[src/rtl/bure_pkg.sv]
// Shared types and opcode constants for the Bure core decode stage.
// Imported by the decoder and the ID-stage skid buffer.
package bure_pkg;

   localparam logic [6:0] OPC_LUI      = 7'b0110111;
   localparam logic [6:0] OPC_AUIPC    = 7'b0010111;
   localparam logic [6:0] OPC_JAL      = 7'b1101111;
   localparam logic [6:0] OPC_JALR     = 7'b1100111;
   localparam logic [6:0] OPC_BRANCH   = 7'b1100011;
   localparam logic [6:0] OPC_LOAD     = 7'b0000011;
   localparam logic [6:0] OPC_STORE    = 7'b0100011;
   localparam logic [6:0] OPC_OP_IMM   = 7'b0010011;
   localparam logic [6:0] OPC_OP       = 7'b0110011;
   localparam logic [6:0] OPC_MISC_MEM = 7'b0001111;
   localparam logic [6:0] OPC_SYSTEM   = 7'b1110011;

   typedef enum logic [3:0] {
      OC_LUI     = 4'd0,
      OC_AUIPC   = 4'd1,
      OC_JAL     = 4'd2,
      OC_JALR    = 4'd3,
      OC_BRANCH  = 4'd4,
      OC_LOAD    = 4'd5,
      OC_STORE   = 4'd6,
      OC_ALU_IMM = 4'd7,
      OC_ALU_REG = 4'd8,
      OC_FENCE   = 4'd9,
      OC_SYSTEM  = 4'd10
   } bure_op_class_e;

   typedef enum logic [3:0] {
      ALU_ADD  = 4'd0,
      ALU_SUB  = 4'd1,
      ALU_SLL  = 4'd2,
      ALU_SLT  = 4'd3,
      ALU_SLTU = 4'd4,
      ALU_XOR  = 4'd5,
      ALU_SRL  = 4'd6,
      ALU_SRA  = 4'd7,
      ALU_OR   = 4'd8,
      ALU_AND  = 4'd9
   } bure_alu_op_e;

   typedef struct packed {
      logic [31:0]    pc;
      logic [4:0]     rd;
      logic [4:0]     rs1;
      logic [4:0]     rs2;
      logic [31:0]    imm;
      bure_op_class_e op_class;
      bure_alu_op_e   alu_op;
      logic [2:0]     funct3;
      logic           rs1_en;
      logic           rs2_en;
      logic           rd_we;
      logic           illegal;
   } bure_dec_t;

   // alt selects SUB for funct3 000 and SRA for funct3 101
   function automatic bure_alu_op_e alu_from_f3(input logic [2:0] f3, input logic alt);
      bure_alu_op_e op;
      case (f3)
         3'b000:  op = alt ? ALU_SUB : ALU_ADD;
         3'b001:  op = ALU_SLL;
         3'b010:  op = ALU_SLT;
         3'b011:  op = ALU_SLTU;
         3'b100:  op = ALU_XOR;
         3'b101:  op = alt ? ALU_SRA : ALU_SRL;
         3'b110:  op = ALU_OR;
         3'b111:  op = ALU_AND;
         default: op = ALU_ADD;
      endcase
      return op;
   endfunction

endpackage

[src/rtl/bure_decoder.sv]
// Combinational RV32I decoder: instruction word + PC to bure_dec_t.
// Illegal encodings are flagged and have all enables cleared.
module bure_decoder
   import bure_pkg::*;
#(
   parameter int unsigned INSTR_WIDTH = 32,
   parameter int unsigned ADDR_WIDTH  = 32,
   parameter int unsigned DATA_WIDTH  = 32
) (
   input  logic [INSTR_WIDTH-1:0] instr,
   input  logic [ADDR_WIDTH-1:0]  pc,
   output bure_dec_t              dec
);

   logic [6:0]            opcode_s;
   logic [2:0]            funct3_s;
   logic [6:0]            funct7_s;
   logic [DATA_WIDTH-1:0] imm_i_s;
   logic [DATA_WIDTH-1:0] imm_s_s;
   logic [DATA_WIDTH-1:0] imm_b_s;
   logic [DATA_WIDTH-1:0] imm_u_s;
   logic [DATA_WIDTH-1:0] imm_j_s;
   logic                  ill_s;

   assign opcode_s = instr[6:0];
   assign funct3_s = instr[14:12];
   assign funct7_s = instr[31:25];
   assign imm_i_s  = {{(DATA_WIDTH-12){instr[31]}}, instr[31:20]};
   assign imm_s_s  = {{(DATA_WIDTH-12){instr[31]}}, instr[31:25], instr[11:7]};
   assign imm_b_s  = {{(DATA_WIDTH-13){instr[31]}}, instr[31], instr[7], instr[30:25], instr[11:8], 1'b0};
   assign imm_u_s  = {{(DATA_WIDTH-32){instr[31]}}, instr[31:12], 12'h000};
   assign imm_j_s  = {{(DATA_WIDTH-21){instr[31]}}, instr[31], instr[19:12], instr[20], instr[30:21], 1'b0};

   // Per-opcode field selection and legality, then enable masking
   always_comb begin
      dec        = '0;
      dec.pc     = pc;
      dec.rd     = instr[11:7];
      dec.rs1    = instr[19:15];
      dec.rs2    = instr[24:20];
      dec.funct3 = funct3_s;
      ill_s      = (instr[1:0] != 2'b11);
      case (opcode_s)
         OPC_LUI: begin
            dec.op_class = OC_LUI;
            dec.imm      = imm_u_s;
            dec.rd_we    = 1'b1;
         end
         OPC_AUIPC: begin
            dec.op_class = OC_AUIPC;
            dec.imm      = imm_u_s;
            dec.rd_we    = 1'b1;
         end
         OPC_JAL: begin
            dec.op_class = OC_JAL;
            dec.imm      = imm_j_s;
            dec.rd_we    = 1'b1;
         end
         OPC_JALR: begin
            dec.op_class = OC_JALR;
            dec.imm      = imm_i_s;
            dec.rs1_en   = 1'b1;
            dec.rd_we    = 1'b1;
         end
         OPC_BRANCH: begin
            dec.op_class = OC_BRANCH;
            dec.imm      = imm_b_s;
            dec.rs1_en   = 1'b1;
            dec.rs2_en   = 1'b1;
            ill_s        = ill_s | (funct3_s == 3'b010) | (funct3_s == 3'b011);
         end
         OPC_LOAD: begin
            dec.op_class = OC_LOAD;
            dec.imm      = imm_i_s;
            dec.rs1_en   = 1'b1;
            dec.rd_we    = 1'b1;
            ill_s        = ill_s | (funct3_s == 3'b011) | (funct3_s == 3'b110) | (funct3_s == 3'b111);
         end
         OPC_STORE: begin
            dec.op_class = OC_STORE;
            dec.imm      = imm_s_s;
            dec.rs1_en   = 1'b1;
            dec.rs2_en   = 1'b1;
            ill_s        = ill_s | (funct3_s > 3'b010);
         end
         OPC_OP_IMM: begin
            dec.op_class = OC_ALU_IMM;
            dec.imm      = imm_i_s;
            dec.alu_op   = alu_from_f3(funct3_s, (funct3_s == 3'b101) & instr[30]);
            dec.rs1_en   = 1'b1;
            dec.rd_we    = 1'b1;
            ill_s        = ill_s
                         | ((funct3_s == 3'b001) & (funct7_s != 7'h00))
                         | ((funct3_s == 3'b101) & (funct7_s != 7'h00) & (funct7_s != 7'h20));
         end
         OPC_OP: begin
            dec.op_class = OC_ALU_REG;
            dec.alu_op   = alu_from_f3(funct3_s, instr[30]);
            dec.rs1_en   = 1'b1;
            dec.rs2_en   = 1'b1;
            dec.rd_we    = 1'b1;
            ill_s        = ill_s
                         | ~((funct7_s == 7'h00)
                         | ((funct7_s == 7'h20) & ((funct3_s == 3'b000) | (funct3_s == 3'b101))));
         end
         OPC_MISC_MEM: begin
            dec.op_class = OC_FENCE;
         end
         OPC_SYSTEM: begin
            dec.op_class = OC_SYSTEM;
            dec.imm      = imm_i_s;
            ill_s        = ill_s | ((instr != 32'h0000_0073) & (instr != 32'h0010_0073));
         end
         default: begin
            ill_s = 1'b1;
         end
      endcase
      dec.illegal = ill_s;
      dec.rs1_en  = dec.rs1_en & ~ill_s;
      dec.rs2_en  = dec.rs2_en & ~ill_s;
      dec.rd_we   = dec.rd_we & ~ill_s & (dec.rd != 5'd0);
   end

endmodule

[src/rtl/bure_stage_id.sv]
// Bure ID stage: decodes fetched instructions into a 2-entry skid buffer
// (main entry drives o_dec, skid entry absorbs one stalled arrival).
module bure_stage_id
   import bure_pkg::*;
#(
   parameter int unsigned INSTR_WIDTH = 32,
   parameter int unsigned ADDR_WIDTH  = 32,
   parameter int unsigned DATA_WIDTH  = 32
) (
   input  logic                   i_clk,
   input  logic                   i_rst,
   input  logic                   i_flush,
   input  logic                   i_instr_valid,
   input  logic [INSTR_WIDTH-1:0] i_instr,
   input  logic [ADDR_WIDTH-1:0]  i_pc,
   output logic                   o_instr_ready,
   output logic                   o_dec_valid,
   input  logic                   i_dec_ready,
   output bure_dec_t              o_dec
);

   bure_dec_t dec_s;
   bure_dec_t main_r;
   bure_dec_t skid_r;
   bure_dec_t main_nxt_s;
   bure_dec_t skid_nxt_s;
   logic      main_valid_r;
   logic      skid_valid_r;
   logic      main_valid_nxt_s;
   logic      skid_valid_nxt_s;
   logic      ready_r;
   logic      xfer_in_s;
   logic      main_free_s;

   bure_decoder #(
      .INSTR_WIDTH (INSTR_WIDTH),
      .ADDR_WIDTH  (ADDR_WIDTH),
      .DATA_WIDTH  (DATA_WIDTH)
   ) u_decoder (
      .instr (i_instr),
      .pc    (i_pc),
      .dec   (dec_s)
   );

   assign xfer_in_s   = i_instr_valid & ready_r;
   assign main_free_s = ~main_valid_r | i_dec_ready;

   // Skid buffer next state: skid entry refills main before new input
   always_comb begin
      main_nxt_s       = main_r;
      skid_nxt_s       = skid_r;
      main_valid_nxt_s = main_valid_r;
      skid_valid_nxt_s = skid_valid_r;
      if (i_flush) begin
         main_valid_nxt_s = 1'b0;
         skid_valid_nxt_s = 1'b0;
      end else if (main_free_s) begin
         if (skid_valid_r) begin
            main_nxt_s       = skid_r;
            main_valid_nxt_s = 1'b1;
            skid_valid_nxt_s = 1'b0;
         end else if (xfer_in_s) begin
            main_nxt_s       = dec_s;
            main_valid_nxt_s = 1'b1;
         end else begin
            main_valid_nxt_s = 1'b0;
         end
      end else if (xfer_in_s) begin
         skid_nxt_s       = dec_s;
         skid_valid_nxt_s = 1'b1;
      end else begin
         skid_valid_nxt_s = skid_valid_r;
      end
   end

   // State registers; ready is registered from the next skid occupancy
   always_ff @(posedge i_clk) begin
      if (i_rst) begin
         main_r       <= '0;
         skid_r       <= '0;
         main_valid_r <= 1'b0;
         skid_valid_r <= 1'b0;
         ready_r      <= 1'b0;
      end else begin
         main_r       <= main_nxt_s;
         skid_r       <= skid_nxt_s;
         main_valid_r <= main_valid_nxt_s;
         skid_valid_r <= skid_valid_nxt_s;
         ready_r      <= ~skid_valid_nxt_s;
      end
   end

   assign o_dec         = main_r;
   assign o_dec_valid   = main_valid_r;
   assign o_instr_ready = ready_r;

endmodule

[config.mk]
export PLATFORM = sky130hd
export DESIGN_NAME = bure_stage_id
export DESIGN_NICKNAME = d
export VERILOG_FILES = /design/src/rtl/bure_pkg.sv /design/src/rtl/bure_decoder.sv /design/src/rtl/bure_stage_id.sv
export SDC_FILE = /design/constraint.sdc
export NUM_CORES = 1
export LEC_CHECK = 0
export ABC_AREA = 1
export BUFFER_PORTS_ARGS = -buffer_cell sky130_fd_sc_hd__buf_2
export CORE_UTILIZATION = 55
export DETAILED_ROUTE_END_ITERATION = 10
export HOLD_SLACK_MARGIN = 0.05
export PLACE_DENSITY = 0.8
export SETUP_SLACK_MARGIN = 0.02
export SYNTH_ARGS = -nofsm -noshare
export SYNTH_HDL_FRONTEND = slang
export SYNTH_SLANG_ARGS = --single-unit
[constraint.sdc]
create_clock -name i_clk -period 2.8 [get_ports i_clk]
set_input_delay 0.56 -clock i_clk [delete_from_list [all_inputs] [get_ports i_clk]]
set_output_delay 0.56 -clock i_clk [all_outputs]
set_load 0.02 [all_outputs]
==> results of run 1 <==
[power by group]
group	total, W	switching (W)	internal, W
Sequential	0.00283	0.0000345	0.00279
Combinational	0.000534	0.000360	0.000174
Clock	0.00249	0.00104	0.00145
Total	0.00585	0.00143	0.00442
[routing by layer]
| layer | up-vias | track usage (%) | part of all wire (%) |
|---|---|---|---|
| met2 | 350 | 45.8 | 47 |
| met3 | 37 | 5.20 | 7.2 |
| met4 | 0 | 11.5 | 2.2 |
| met1 | 3692 | 39.1 | 44 |
| li1 | 4026 | - | - |
| met5 | - | 0 | 0 |
[area by class of cell]
cell class	count	area, µm²
antenna	1	2.50
clock buffer	23	468
multi-input combinational	781	3750
clock inverter	9	134
timing repair buffer	177	981
sequential	191	3820
tap	184	230
inverter	87	329
fill	1316	4870
[how the worst max path moves through the flow]
stage | start | endpoint | slack [ps] | depth (start not counted)
final | o_dec_valid$_SDFFE_PP0P_ | skid_r[27]$_SDFFE_PP0P_ | 1010 | 8
after global placement | i_instr[0] | o_dec[35]$_SDFFE_PP0P_ | 610 | 13
after detailed placement | i_instr[0] | o_dec[35]$_SDFFE_PP0P_ | 590 | 13
after global routing | o_dec_valid$_SDFFE_PP0P_ | skid_r[27]$_SDFFE_PP0P_ | 860 | 8
after CTS | skid_valid_r$_SDFF_PP0_ | o_dec[7]$_SDFFE_PP0P_ | 1040 | 6
after floorplan | i_instr[0] | skid_r[42]$_SDFFE_PP0P_ | 1070 | 13
[per-stage QoR]
step                      hold WS [ps]  area, µm²  std cells  util (%)
after floorplan                    447       8240       1143         -
after global placement             455       9110       1420      62.5
after detailed placement           458       9110       1420      62.5
after CTS                          337       9720       1452      66.6
after global routing               335       9720       1453      66.6
final                              352       9720       1453      66.6
[cell families (layout without fill, tap and decap cells)]
| group | count (synthesis) | in the layout |
|---|---|---|
| DFF | 191 | 191 |
| AOI/OAI and AO/OA | 403 | 403 |
| buffers and inverters | 171 | 296 |
| other | 0 | 1 |
| and+or+nand+nor | 378 | 378 |
[cell usage in the layout (no fill, tap or decap), types with 5 or more instances in the layout]
cell type	synthesis	routed
dfxtp_1	191	190
inv_1	77	76
nand3_1	12	12
o21ai_2	10	10
o22ai_1	5	5
nor2_1	145	145
a31oi_1	52	52
inv_2	10	9
nand2_2	8	8
buf_12	0	5
a21oi_2	11	11
clkbuf_16	0	17
nand2_1	196	196
buf_2	16	164
a21oi_1	121	121
o21ai_0	186	186
o211ai_1	9	9
buf_4	1	8
[state kept, by name, indices dropped and copies added (netlist names)]
signal / flops
skid_valid_r: 1
o_dec_valid: 1
o_instr_ready: 1
o_dec: 94
skid_r: 94
[critical path, cell delays in order (launching register included)]
cell     delay [ps]
dfxtp_1         320
inv_1            40
nor2_1          120
inv_1           110
nor3_4          200
inv_1           300
buf_12          270
o21ai_0         240
inv_1            60
==> impl_metrics.py, run 1 <==
metrics = {
    "synthesis": {
        "seq_area_frac_synth_pct": 46.4,
        "ys.flop_type": "dfxtp_1",
        "netlist_top_cells_area": "dfxtp_1, o21ai_0, nand2_1",
        "synthXorXnorAreaFrac_pct": 0,
        "synth_area_um2": 8240,
        "synth-compound-area-share_pct": 26.7,
        "synth_mux_area_share_pct": 0,
        "synthCells": 1143,
        "synth_top_family_by_area": "compound AO/OA/AOI/OAI gates",
        "syn-num-nets": 1212,
        "yosysWarnings": 0,
        "synth_top_area_share_pct": 46.4,
        "ys_ff_latch": 191,
        "ys_async_sr_fraction_pct": 0,
        "synthSimpleGateAreaFrac_pct": 18.7,
        "syn_area_per_cell_um2": 7.21,
        "yosysTopAreaCell": "dfxtp_1",
        "netlist_top_cells_count": "nand2_1, dfxtp_1, o21ai_0, nor2_1, a21oi_1",
        "yosysMostFrequentCell": "nand2_1",
        "yosys.cell_types.count": 31,
        "synth_edf_count": 0,
        "synthAdderAreaFrac_pct": 0,
    },
    "timing": {
        "fin_ws_ps": 1010,
        "setup_tns_ps": 0,
        "drv_slew": 0,
        "relSlewSlack_pct": 24.2,
        "max_clock_freq_mhz": 559,
        "worst_slew_pin_slew_ps": 1140,
        "finClkSkew_ps": 7.10,
        "period_needed_ps": 1790,
        "finalHoldViolCount": 0,
        "grt_setup_unrepaired": "no",
        "finalCritPeriodShare_pct": 63.9,
        "setup_viol_count_final": 0,
    },
    "global_routing": {
        "grt_max_degree": 101,
        "grt_pass1_wl_mm": 36.4,
        "grt-ovfl-total": 0,
        "antenna_found_initial": 1,
        "grt_pass1_vias": 7280,
        "grt_usage_pct": 29.0,
    },
    "routing": {
        "drt_iter0_drc": 695,
        "avgViaCountPerCell": 5.58,
        "wl_per_cell_um": 15.5,
        "drc": 0,
        "drt-total-wl_mm": 22.6,
        "dr.pass1.iters": 5,
        "antenna_left": 0,
        "num_vias": 8105,
    },
    "worst_hold_path": {
        "hold_start": "i_flush",
        "hold_end": "o_dec_valid$_SDFFE_PP0P_",
        "hold_depth": 2,
        "hp-class": "in -> reg",
    },
    "critical_path": {
        "cp-start-kind": "flop",
        "reg2reg_depth": 8,
        "worstSetupPathType": "reg -> reg",
        "cp-end-kind": "flop",
        "r2r_slack_ps": 1010,
        "timing.rr.end": "skid_r[27]$_SDFFE_PP0P_",
        "worstPathArrival_ps": 2120,
        "crit_path_max_fanout": 35,
        "cp.required_ps": 3130,
        "rr_startpoint": "o_dec_valid$_SDFFE_PP0P_",
    },
    "run": {
        "max-cap-violations": 0,
    },
    "power": {
        "power_w": 0.00585,
        "power_density_nw_per_um2": 602,
        "p_leak_nw": 4.65,
        "peakVddDrop_v": 0.000427,
    },
    "final_layout": {
        "syn_to_final_growth_pct": 17.9,
        "drive_above_1_share_pct": 20.2,
        "nets": 1324,
    },
    "floorplanning": {
        "die_area_um2": 15500,
        "coreArea_um2": 14600,
        "die_h_um": 124,
        "boundaryPins": 165,
        "row_count": 44,
        "die_x_um": 124,
        "initial_core_util_pct": 56.5,
    },
    "clocking": {
        "clk_latency_ps": 440,
        "ctsHoldBuffers": 0,
        "numCtsBuffers": 17,
        "cts_tree": "built",
        "cts-root-buf": "clkbuf_16",
        "cts_buffer_depth": 2,
        "cts_resized": 0,
        "cts_setup_buffers": 0,
        "cts_max_level": 4,
        "cts.clk_slew.worst_paths_ps": 60,
        "clkSinkCount": 191,
    },
    "placed_design": {
        "place_ws_ps": 592,
        "dp_hpwl_mm": 14.1,
        "place_congestion": 0.869,
        "portBuffers": 164,
    },
    "run_status": {
        "status": "finished, final reports clean",
    },
}
No activity file was read; power rests on OpenSTA's default activity.
==> run 2, diff against run 1 <==
==> constraint.sdc (replaced) <==
create_clock -name i_clk -period 1.8 [get_ports i_clk]
set_input_delay 0.36 -clock i_clk [delete_from_list [all_inputs] [get_ports i_clk]]
set_output_delay 0.36 -clock i_clk [all_outputs]
set_load 0.02 [all_outputs]
==> impl_metrics.py, run 2 (synthesis gave the netlist of run 1 again) <==
metrics = {
    "clocking": {
        "numCtsBuffers": 17,
        "clk_latency_ps": 440,
        "cts_tree": "built",
        "cts_max_level": 4,
        "ctsHoldBuffers": 0,
        "cts.clk_slew.worst_paths_ps": 70,
        "clkSinkCount": 191,
        "cts_setup_buffers": 0,
        "cts_buffer_depth": 2,
        "cts_resized": 0,
        "cts-root-buf": "clkbuf_16",
    },
    "final_layout": {
        "finalNonFillerCells": 1487,
        "syn_to_final_growth_pct": 22.1,
        "nets": 1359,
        "final_cell_mix": "nand2_1, dfxtp_1, o21ai_0, buf_2, nor2_1",
        "mostFrequentLayoutCell": "nand2_1",
        "drive_above_1_share_pct": 22.6,
        "finish.utilization_pct": 69.0,
        "fin_area_um2": 10100,
        "antenna_cells": 0,
    },
    "floorplanning": {
        "coreArea_um2": 14600,
        "row_count": 44,
        "die_h_um": 124,
        "die_area_um2": 15500,
        "boundaryPins": 165,
        "initial_core_util_pct": 56.5,
        "die_x_um": 124,
    },
    "routing": {
        "drc": 0,
        "antenna_left": 0,
        "wl_met3_mm": 1.45,
        "drt_iter0_drc": 905,
        "avgViaCountPerCell": 5.58,
        "num_vias": 8293,
        "top_layer_used": "met4",
        "dr.pass1.iters": 5,
        "met1Wirelength_mm": 10.3,
        "wl_per_cell_um": 15.7,
        "route.met2.wl_mm": 11.1,
        "drt-total-wl_mm": 23.3,
    },
    "placed_design": {
        "dpl_cell_area_um2": 9450,
        "place_inst": 1455,
        "place_congestion": 0.890,
        "portBuffers": 164,
        "dp_hpwl_mm": 14.9,
    },
    "timing": {
        "finClkSkew_ps": 9.57,
        "period_needed_ps": 1680,
        "grt_setup_unrepaired": "no",
        "setup_viol_count_final": 0,
        "finalHoldViolCount": 0,
        "drv_slew": 0,
        "max_clock_freq_mhz": 597,
        "worst_slew_pin_slew_ps": 478,
        "relSlewSlack_pct": 68.2,
        "finalCritPeriodShare_pct": 93.1,
    },
    "critical_path": {
        "cp_common_cell": "inv_1",
        "worstPathArrival_ps": 1980,
        "rr_startpoint": "o_dec_valid$_SDFFE_PP0P_",
        "cp_slowest_cell": "dfxtp_1",
        "worstSetupPathType": "reg -> reg",
        "path_cells": "inv_1, nor2_1, inv_1, nand2_1, clkinv_2, buf_12, o21ai_0, a31oi_1",
        "crit_path_max_fanout": 83,
        "cp-startpoint": "o_dec_valid$_SDFFE_PP0P_",
        "cp-end-kind": "flop",
        "r2r_slack_ps": 120,
        "cp-start-kind": "flop",
        "cp.required_ps": 2110,
        "max_stage_delay_ps": 330,
    },
    "run": {
        "max-cap-violations": 0,
    },
    "global_routing": {
        "grt_max_degree": 101,
        "grt-ovfl-total": 0,
        "grt_pass1_vias": 7455,
        "grt_usage_pct": 30.3,
        "grt_pass1_wl_mm": 37.9,
        "antenna_found_initial": 0,
    },
    "worst_hold_path": {
        "hold_start": "i_flush",
        "hp-class": "in -> reg",
    },
    "run_status": {
        "status": "finished, final reports clean",
    },
    "power": {
        "power_w": 0.00915,
        "power_density_nw_per_um2": 910,
        "peakVddDrop_v": 0.000614,
        "p_leak_nw": 4.85,
    },
}
run 2: path summary, 6_finish.rpt:
check / end / depth (start not counted)
worst max-delay path: o_dec[71]$_SDFFE_PP0P_ / 8
worst min-delay path: o_dec_valid$_SDFFE_PP0P_ / 2
worst max register to register: o_dec[71]$_SDFFE_PP0P_ / 8
worst min register to register: o_dec[48]$_SDFFE_PP0P_ / 2
run 2: cell type report:
type / count / area (µm²)
fill: 1258 / 4530
sequential: 191 / 3820
multi-input combinational: 781 / 3750
timing repair buffer: 212 / 1320
clock buffer: 18 / 439
inverter: 87 / 329
tap: 184 / 230
clock inverter: 14 / 169
run 2: layer usage:
layer | up-vias | global-route usage (%)
li1 | 4096 | -
met1 | 3856 | 40.3
met2 | 308 | 49.2
met3 | 33 | 5.84
met4 | 0 | 10.2
met5 | - | 0
run 2: worst max-delay path, delay by kind of cell, from the launching register on:
family	cells	cell delay, ps
buffers and inverters	4	580
flip-flops	1	330
AO/OA/AOI/OAI	2	310
AND/OR/NAND/NOR	2	300
run 2: where the power goes:
part           internal (W)  switching, W
Clock               0.00213       0.00175
Combinational      0.000298      0.000571
Sequential          0.00434     0.0000583
run 2: through the flow:
step | hold WS [ps] | setup TNS, ps | worst slack, ps
CTS | 140 | 0 | 134
global placement | 453 | -89.0 | -50.6
finish | 153 | 0 | 125
floorplan | 438 | 0 | 218
detailed placement | 457 | -327 | -38.4
global route | 147 | 0 | 25.8
==> run 3, diff against run 2 <==
--- a/config.mk
+++ b/config.mk
@@ -5,7 +5,7 @@
 export SDC_FILE = /design/constraint.sdc
 export NUM_CORES = 1
 export LEC_CHECK = 0
-export ABC_AREA = 1
+export ABC_AREA = 0
 export BUFFER_PORTS_ARGS = -buffer_cell sky130_fd_sc_hd__buf_2
 export CORE_UTILIZATION = 55
 export DETAILED_ROUTE_END_ITERATION = 10
==> impl_metrics.py, run 3 <==
metrics = {
    "final_layout": {
        "mostFrequentLayoutCell": "dfxtp_1",
        "syn_to_final_growth_pct": 28.3,
        "final_cell_mix": "dfxtp_1, nand2_1, buf_2, a21oi_1, nor2_1",
        "finalNonFillerCells": 1386,
        "nets": 1258,
        "antenna_cells": 0,
        "drive_above_1_share_pct": 27.0,
    },
    "power": {
        "power_w": 0.00907,
        "power_density_nw_per_um2": 863,
        "peakVddDrop_v": 0.000698,
        "p_leak_nw": 4.06,
    },
    "floorplanning": {
        "row_count": 44,
        "boundaryPins": 165,
        "die_h_um": 124,
        "initial_core_util_pct": 56.3,
        "coreArea_um2": 14500,
        "die_x_um": 124,
        "die_area_um2": 15400,
    },
    "synthesis": {
        "seq_area_frac_synth_pct": 46.7,
        "synth_top_area_share_pct": 46.7,
        "yosysMostFrequentCell": "dfxtp_1",
        "syn-num-nets": 1060,
        "netlist_top_cells_area": "dfxtp_1, nand2_1, a21oi_1",
        "synth_edf_count": 0,
        "yosysTopAreaCell": "dfxtp_1",
        "yosysWarnings": 0,
        "syn_area_per_cell_um2": 8.26,
        "synthCells": 991,
        "synth_area_um2": 8190,
        "yosys.cell_types.count": 62,
        "ys_async_sr_fraction_pct": 0,
        "ys_ff_latch": 191,
        "netlist_top_cells_count": "dfxtp_1, nand2_1, a21oi_1, nor2_1, a211oi_1",
        "ys.flop_type": "dfxtp_1",
    },
    "timing": {
        "period_needed_ps": 1770,
        "fin_ws_ps": 30.1,
        "worst_slew_pin_slew_ps": 632,
        "finalCritPeriodShare_pct": 98.3,
        "drv_slew": 0,
        "setup_tns_ps": 0,
        "max_clock_freq_mhz": 565,
        "relSlewSlack_pct": 57.9,
        "finClkSkew_ps": 7.03,
        "setup_viol_count_final": 0,
        "whs_ps": 114,
        "finalHoldViolCount": 0,
    },
    "routing": {
        "drt_iter0_drc": 659,
        "avgViaCountPerCell": 5.91,
        "wl_per_cell_um": 17.7,
        "dr.pass1.iters": 5,
        "drt-total-wl_mm": 24.5,
        "antenna_left": 0,
        "num_vias": 8192,
        "drc": 0,
    },
    "clocking": {
        "cts.clk_slew.worst_paths_ps": 80,
        "cts_max_level": 4,
        "cts_buffer_depth": 2,
        "cts-root-buf": "clkbuf_16",
        "cts_tree": "built",
        "ctsHoldBuffers": 0,
        "clkSinkCount": 191,
        "clk_latency_ps": 430,
        "numCtsBuffers": 17,
    },
    "worst_hold_path": {
        "hp-class": "in -> reg",
    },
    "global_routing": {
        "grt_pass1_vias": 7207,
        "grt_max_degree": 135,
        "grt_pass1_wl_mm": 36.1,
        "grt-ovfl-total": 0,
        "antenna_found_initial": 0,
        "grt_usage_pct": 30.3,
    },
    "run": {
        "max-cap-violations": 0,
    },
    "placed_design": {
        "place_congestion": 0.916,
        "place_inst": 1346,
        "portBuffers": 164,
        "dp_hpwl_mm": 15.9,
        "place_ws_ps": -138,
    },
    "critical_path": {
        "cp-end-kind": "flop",
        "cp-start-kind": "flop",
        "crit_path_max_fanout": 11,
        "worstSetupPathType": "reg -> reg",
        "cp.required_ps": 2140,
        "worstPathArrival_ps": 2110,
    },
    "run_status": {
        "status": "finished, final reports clean",
    },
}
run 3: per-layer routing:
metal | vias up | part of all wire [%] | global-route usage [%]
li1 | 3903 | - | -
met3 | 45 | 7.0 | 4.90
met1 | 3918 | 43 | 40.7
met4 | 0 | 2.4 | 11.7
met5 | - | 0 | 0
met2 | 326 | 47 | 48.6
run 3: report_power, final:
| part | internal, W | total [W] | switching, W |
|---|---|---|---|
| Combinational | 0.000407 | 0.00102 | 0.000615 |
| Sequential | 0.00432 | 0.00437 | 0.0000529 |
| Clock | 0.00190 | 0.00368 | 0.00178 |
| Total | 0.00662 | 0.00907 | 0.00245 |
run 3: what timing repair did:
item,CTS,global route
gates resized for setup,0,7
setup buffers,0,4
setup endpoints to repair,0,43
run 3: cell type report:
type	count	area [µm²]
fill	1123	4030
timing repair buffer	267	1850
clock inverter	13	128
tap	184	230
multi-input combinational	708	4000
clock buffer	19	453
inverter	4	15.0
sequential	191	3830
run 3: worst paths after layout:
check	startpoint	end	slack, ps	cells past startpoint
setup / recovery	skid_valid_r$_SDFF_PP0_	o_dec[29]$_SDFFE_PP0P_	30	8
hold / removal	i_flush	o_dec_valid$_SDFFE_PP0P_	110	2
setup reg to reg	skid_valid_r$_SDFF_PP0_	o_dec[29]$_SDFFE_PP0P_	30	8
hold reg to reg	o_dec[19]$_SDFFE_PP0P_	o_dec[19]$_SDFFE_PP0P_	450	2
run 3: logic make-up (layout without fill, tap and decap cells):
group                  after synthesis  count (layout)  share of synthesized area (%)
flip-flops                         191             191                           46.7
XOR/XNOR                             3               3                          0.321
AND/OR/NAND/NOR                    347             347                           18.5
multiplexers                        52              52                           6.36
AO/OA/AOI/OAI                      306             306                           23.1
buffers and inverters               92             303                           5.00
run 3: critical path, stage by stage, from the launching register on:
cell	delay, ps
dfxtp_4	360
a21oi_1	50
or2_1	230
buf_4	160
nor2b_4	150
buf_4	190
clkbuf_16	180
o21ai_0	80
a221oi_1	280
run 3: metrics by stage:
| step | util, % | area (µm²) |
|---|---|---|
| global route | 72.3 | 10500 |
| finish | 72.3 | 10500 |
| floorplan | - | 8190 |
| detailed placement | 67.2 | 9770 |
| CTS | 71.2 | 10400 |
| global placement | 67.2 | 9770 |
